==> config.mk <==
export PLATFORM = sky130hd
export DESIGN_NAME = hex_char_queue
export DESIGN_NICKNAME = d
export VERILOG_FILES = /design/src/rtl/hexseg_pkg.sv /design/src/rtl/strobe_debouncer.sv /design/src/rtl/hex_char_queue.sv
export SDC_FILE = /design/constraint.sdc
export NUM_CORES = 1
export LEC_CHECK = 0
export CORE_ASPECT_RATIO = 1.25
export CORE_UTILIZATION = 45
export CTS_CLUSTER_DIAMETER = 50
export CTS_CLUSTER_SIZE = 20
export DETAILED_ROUTE_END_ITERATION = 6
export PLACE_DENSITY = 0.76
export SYNTH_ARGS = -nofsm -noshare
export SYNTH_HDL_FRONTEND = slang
export SYNTH_SLANG_ARGS = --single-unit
==> constraint.sdc <==
create_clock -name clk -period 2.4 [get_ports clk]
set_input_delay 0.36 -clock clk [delete_from_list [all_inputs] [get_ports clk]]
set_output_delay 0.36 -clock clk [all_outputs]
set_load 0.05 [all_outputs]
==> src/rtl/hexseg_pkg.sv <==
// Shared constants for the animated 7-segment hex design.
package hexseg_pkg;
  localparam int CHAR_W             = 7;
  localparam int DEF_DEPTH          = 4;
  localparam int DEF_DEBOUNCE_TICKS = 3;

  typedef enum logic {
    DB_LOW  = 1'b0,
    DB_HIGH = 1'b1
  } db_state_e;
endpackage

==> src/rtl/strobe_debouncer.sv <==
// Two-flop synchronizers plus a tick-sampled LOW/HIGH debouncer.
// press is a combinational one-cycle pulse on the qualifying tick that completes a rise.
module strobe_debouncer
  import hexseg_pkg::*;
#(
  parameter int DEBOUNCE_TICKS = DEF_DEBOUNCE_TICKS
) (
  input  logic              clk,
  input  logic              reset,
  input  logic              tick,
  input  logic              strobe_in,
  input  logic [CHAR_W-1:0] char_in,
  output logic [CHAR_W-1:0] char_s,
  output logic              press
);
  localparam logic [3:0] CNT_LAST = 4'(DEBOUNCE_TICKS - 1);

  logic              r_strobe_m, r_strobe_s;
  logic [CHAR_W-1:0] r_char_m, r_char_s;
  db_state_e         r_state, w_state_nxt;
  logic [3:0]        r_cnt, w_cnt_nxt;
  logic              w_qual;

  always_ff @(posedge clk or posedge reset) begin
    if (reset) begin
      r_strobe_m <= 1'b0;
      r_strobe_s <= 1'b0;
      r_char_m   <= '0;
      r_char_s   <= '0;
    end else begin
      r_strobe_m <= strobe_in;
      r_strobe_s <= r_strobe_m;
      r_char_m   <= char_in;
      r_char_s   <= r_char_m;
    end
  end

  always_ff @(posedge clk or posedge reset) begin
    if (reset) begin
      r_state <= DB_LOW;
      r_cnt   <= '0;
    end else begin
      r_state <= w_state_nxt;
      r_cnt   <= w_cnt_nxt;
    end
  end

  // A sample qualifies when it differs from the current debounced level.
  assign w_qual = (r_state == DB_LOW) ? r_strobe_s : ~r_strobe_s;

  always_comb begin
    w_state_nxt = r_state;
    w_cnt_nxt   = r_cnt;
    press       = 1'b0;
    if (tick) begin
      if (!w_qual) begin
        w_cnt_nxt = '0;
      end else if (r_cnt == CNT_LAST) begin
        w_cnt_nxt   = '0;
        w_state_nxt = (r_state == DB_LOW) ? DB_HIGH : DB_LOW;
        press       = (r_state == DB_LOW);
      end else begin
        w_cnt_nxt = r_cnt + 4'd1;
      end
    end
  end

  assign char_s = r_char_s;
endmodule

==> src/rtl/hex_char_queue.sv <==
// Captures a character on each debounced press into a circular FIFO read by the animator.
// Write lands the edge after press (no fall-through); a press into a full FIFO with no pop is dropped and sets sticky overflow.
module hex_char_queue
  import hexseg_pkg::*;
#(
  parameter int DEPTH          = DEF_DEPTH,
  parameter int DEBOUNCE_TICKS = DEF_DEBOUNCE_TICKS
) (
  input  logic              clk,
  input  logic              reset,
  input  logic              tick,
  input  logic              strobe_in,
  input  logic [CHAR_W-1:0] char_in,
  input  logic              ready,
  input  logic              clear_ovf,
  output logic              char_valid,
  output logic [CHAR_W-1:0] char_out,
  output logic [3:0]        count,
  output logic              overflow
);
  localparam int         PTR_W    = $clog2(DEPTH);
  localparam logic [3:0] FULL_CNT = 4'(DEPTH);

  logic              w_press;
  logic [CHAR_W-1:0] w_char_s;
  logic              w_full, w_pop, w_push, w_drop;
  logic [CHAR_W-1:0] r_mem [DEPTH];
  logic [PTR_W-1:0]  r_rd, r_wr;
  logic [3:0]        r_count;
  logic              r_overflow;

  strobe_debouncer #(
    .DEBOUNCE_TICKS(DEBOUNCE_TICKS)
  ) u_debounce (
    .clk      (clk),
    .reset    (reset),
    .tick     (tick),
    .strobe_in(strobe_in),
    .char_in  (char_in),
    .char_s   (w_char_s),
    .press    (w_press)
  );

  assign w_full = (r_count == FULL_CNT);
  assign w_pop  = char_valid & ready;
  // A pop in the same cycle frees the slot, so a full FIFO can still accept.
  assign w_push = w_press & (~w_full | w_pop);
  assign w_drop = w_press & w_full & ~w_pop;

  always_ff @(posedge clk or posedge reset) begin
    if (reset) begin
      r_rd    <= '0;
      r_wr    <= '0;
      r_count <= '0;
    end else begin
      if (w_push) r_wr <= r_wr + PTR_W'(1);
      if (w_pop)  r_rd <= r_rd + PTR_W'(1);
      if (w_push && !w_pop)      r_count <= r_count + 4'd1;
      else if (w_pop && !w_push) r_count <= r_count - 4'd1;
    end
  end

  always_ff @(posedge clk) begin
    if (w_push) r_mem[r_wr] <= w_char_s;
  end

  always_ff @(posedge clk or posedge reset) begin
    if (reset)          r_overflow <= 1'b0;
    else if (w_drop)    r_overflow <= 1'b1;
    else if (clear_ovf) r_overflow <= 1'b0;
  end

  assign char_valid = (r_count != 4'd0);
  assign char_out   = char_valid ? r_mem[r_rd] : '0;
  assign count      = r_count;
  assign overflow   = r_overflow;
endmodule

==> results.sh <==
export IMPL_rsz0062_at_grt="true"
export IMPL_leakagePower_nw=1.16
export IMPL_min_path_cells=0
export IMPL_die_x_um=66.8
export IMPL_yosys_warnings=0
export IMPL_drc=0
export IMPL_holdWs_ns=0.347
export IMPL_grt_max_degree=31
export IMPL_instances_no_fill=257
export IMPL_port_buffers=25
export IMPL_synth_area_um2=2360
export IMPL_syn_to_final_growth_pct=25.4
export IMPL_synth_top_area_cell="edfxtp_1"
export IMPL_setup_worst_path_class="flop to flop"
export IMPL_grt_pass1_wl_um=6960
export IMPL_multi_input_area_um2=749
export IMPL_seqCellArea_um2=1600
export IMPL_cts_tree="yes"
export IMPL_final_util_pct=58.3
export IMPL_async_reset_ff_share_pct=51.7
export IMPL_cp_slowest_cell="dfrtp_2"
export IMPL_tightest_slew_ns=0.494
export IMPL_synth_top_area_share_pct=35.6
export IMPL_dieHeight_um=83.0
export IMPL_max_cap_violations=0
export IMPL_fin_worst_skew_ns=0.00803
export IMPL_worstSetupStartpointType="flop"
export IMPL_worstHoldPathType="flop to flop"
export IMPL_relSlewSlack_pct=66.9
export IMPL_syn_avg_cell_area_um2=16.2
export IMPL_pin_count=26
export IMPL_yosys_most_used_dff="dfrtp_1"
export IMPL_netlist_instances=146
export IMPL_num_rows=29
export IMPL_grt_antenna_before_repair=0
export IMPL_placed_area_um2=2780
export IMPL_finalInstanceArea_um2=2960
export IMPL_vias=1332
export IMPL_layout_drive_gt1_share_pct=32.8
export IMPL_rr_worst_depth=8
export IMPL_synthTopCellsByArea="edfxtp_1 36%, dfrtp_1 32%, mux4_2 6.7%"
export IMPL_ctsLongestPathBuffers=2
export IMPL_finalWirelength_um=4130
export IMPL_clk_pin_slew_worst_paths_ns=0.06
export IMPL_fillCellCount=407
export IMPL_pre_cts_ws_ns=-0.185
export IMPL_htreeDepth=3
export IMPL_critical_path_max_stage_delay_ns=0.45
export IMPL_slew_violations=0
export IMPL_arrival_ns=2.54
export IMPL_cts_made_buffers=9
export IMPL_synth_edff_count=28
export IMPL_outcome="complete, no violations"
export IMPL_initial_utilization_pct=46.5
export IMPL_synth_distinct_cells=35
export IMPL_wl_per_cell_um=16.1
export IMPL_diodes=0
export IMPL_setup_worst_path_end_class="flop"
export IMPL_core_um2=5080
export IMPL_power_mw=3.57
export IMPL_drt_iter0_markers=47
export IMPL_clock_sinks=58
export IMPL_required_ns=2.60
export IMPL_power_per_cell_area_nw_per_um2=1200
export IMPL_cts_root_buffer="clkbuf_8"
export IMPL_period_minus_slack_ns=2.34
export IMPL_crit_chain="or3_4, o311a_4, ha_4, inv_4, ha_4, or4_1, nand3_1, o221ai_1"
export IMPL_final_hold_violation_count=0
export IMPL_ir_drop_uv=610
export IMPL_clk_latency_ns=0.33
export IMPL_hpwl_um=2960
export IMPL_syn_nets=169
export IMPL_tns_ns=0
export IMPL_viasPerCell=5.18
export IMPL_cp_common_cell="ha_4"
export IMPL_period_share_pct=97.4
export IMPL_cp_max_fo=6
export IMPL_clock_fmax_mhz=428
export IMPL_dr_pass1_iters=4
export IMPL_grt_pass1_vias=1445
export IMPL_dp_cells=240
export IMPL_ant_nets=0
export IMPL_yosysSeqAreaShare_pct=67.4
export IMPL_fin_nets=213
export IMPL_grt_overflow=0
export IMPL_setup_ws_ns=0.0625
export IMPL_grt_use_total_pct=17.6
export IMPL_finalSetupViolations=0
export IMPL_routabilityCongestion=0.914
export IMPL_dieArea_um2=5550
export IMPL_ys_ff_latch=58
==> worst paths after layout <==
path	endpoint	slack, ns	startpoint
hold / removal	u_debounce.char_s[2]$_DFF_PP0_	0.35	u_debounce.r_char_m[2]$_DFF_PP0_
setup reg to reg	count[3]$_DFFE_PP0P_	0.06	count[1]$_DFFE_PP0P_
max in group asynchronous	count[2]$_DFFE_PP0P_	1.70	reset
min in group asynchronous	u_debounce.r_char_m[6]$_DFF_PP0_	0.39	reset
setup / recovery	count[3]$_DFFE_PP0P_	0.06	count[1]$_DFFE_PP0P_
hold reg to reg	u_debounce.char_s[2]$_DFF_PP0_	0.35	u_debounce.r_char_m[2]$_DFF_PP0_
==> power breakdown <==
group	total (mW)	internal (mW)	switching (mW)
Combinational	1.44	0.634	0.802
Clock	0.783	0.401	0.382
Sequential	1.35	1.17	0.175
Total	3.57	2.21	1.36
==> cell usage in the layout, fill, tap and decap left out, types with 3 or more instances in the layout <==
cell type,n
or3_1,3
and2_2,4
buf_4,20
clkdlybuf4s50_1,17
inv_1,8
ha_1,7
edfxtp_1,28
clkinvlp_4,3
nand2_1,4
dfrtp_1,26
mux4_2,7
and2_1,7
clkbuf_8,10
xnor2_1,5
dfrtp_2,4
nand3_1,5
==> sequential cells by signal, indices dropped and copies added, names as in the netlist, 2 cells and up <==
name / flops
count: 4
r_wr: 2
r_mem: 28
u_debounce.r_cnt: 4
u_debounce.r_char_m: 7
r_rd: 2
u_debounce.char_s: 7
==> area by class of cell <==
cell class                      count  share of cell area, %
Multi-Input combinational cell     74                   25.3
Clock inverter                      6                   1.39
Clock buffer                       10                   4.65
Tap cell                           62                   2.62
Sequential cell                    58                   53.9
Timing Repair Buffer               37                   10.8
Inverter                           10                   1.35
==> cell usage after synthesis, types with 2 or more instances <==
| master | n |
|---|---|
| a31oi_1 | 2 |
| and2_1 | 7 |
| and2_2 | 4 |
| clkbuf_1 | 3 |
| dfrtp_1 | 30 |
| edfxtp_1 | 28 |
| ha_1 | 9 |
| inv_1 | 10 |
| mux2_2 | 2 |
| mux2i_1 | 2 |
| mux4_2 | 7 |
| nand2_1 | 5 |
| nand2b_1 | 2 |
| nand3_1 | 5 |
| nand3b_1 | 2 |
| o22ai_1 | 2 |
| or3_1 | 3 |
| or4_1 | 2 |
| xnor2_1 | 5 |
==> worst max-delay path, delay by kind of cell, from the launching register on <==
family | cells | cell delay, ns
buffers and inverters | 1 | 0.07
AO/OA/AOI/OAI | 2 | 0.45
adder cells (fa/ha/maj) | 2 | 0.37
AND/OR/NAND/NOR | 3 | 0.88
flip-flops | 1 | 0.45
==> logic make-up after synthesis <==
kind of cell	Yosys count	synth area share, %
flip-flops	58	67.4
XOR/XNOR	6	2.22
AND/OR/NAND/NOR	34	9.22
buffers and inverters	14	2.28
AO/OA/AOI/OAI	12	4.18
multiplexers	12	9.11
adder cells (fa/ha/maj)	10	5.61
==> metal layers <==
metal | GRT usage, % | share of wire, % | vias to the layer above
met5 | 0 | 0 | -
met4 | 9.28 | 2.4 | 0
met3 | 4.53 | 3.1 | 11
met2 | 28.9 | 55 | 29
met1 | 20.6 | 40 | 670
li1 | - | - | 622
==> what timing repair did <==
item / 4_1_cts / 5_1_grt
setup endpoints to repair: 0 / 8
hold endpoints to repair: 0 / 0
buffers inserted: 0 / 1
resized for setup: 0 / 2
hold buffers: 0 / 0
Note: power is estimated with default switching activity, not from simulation.
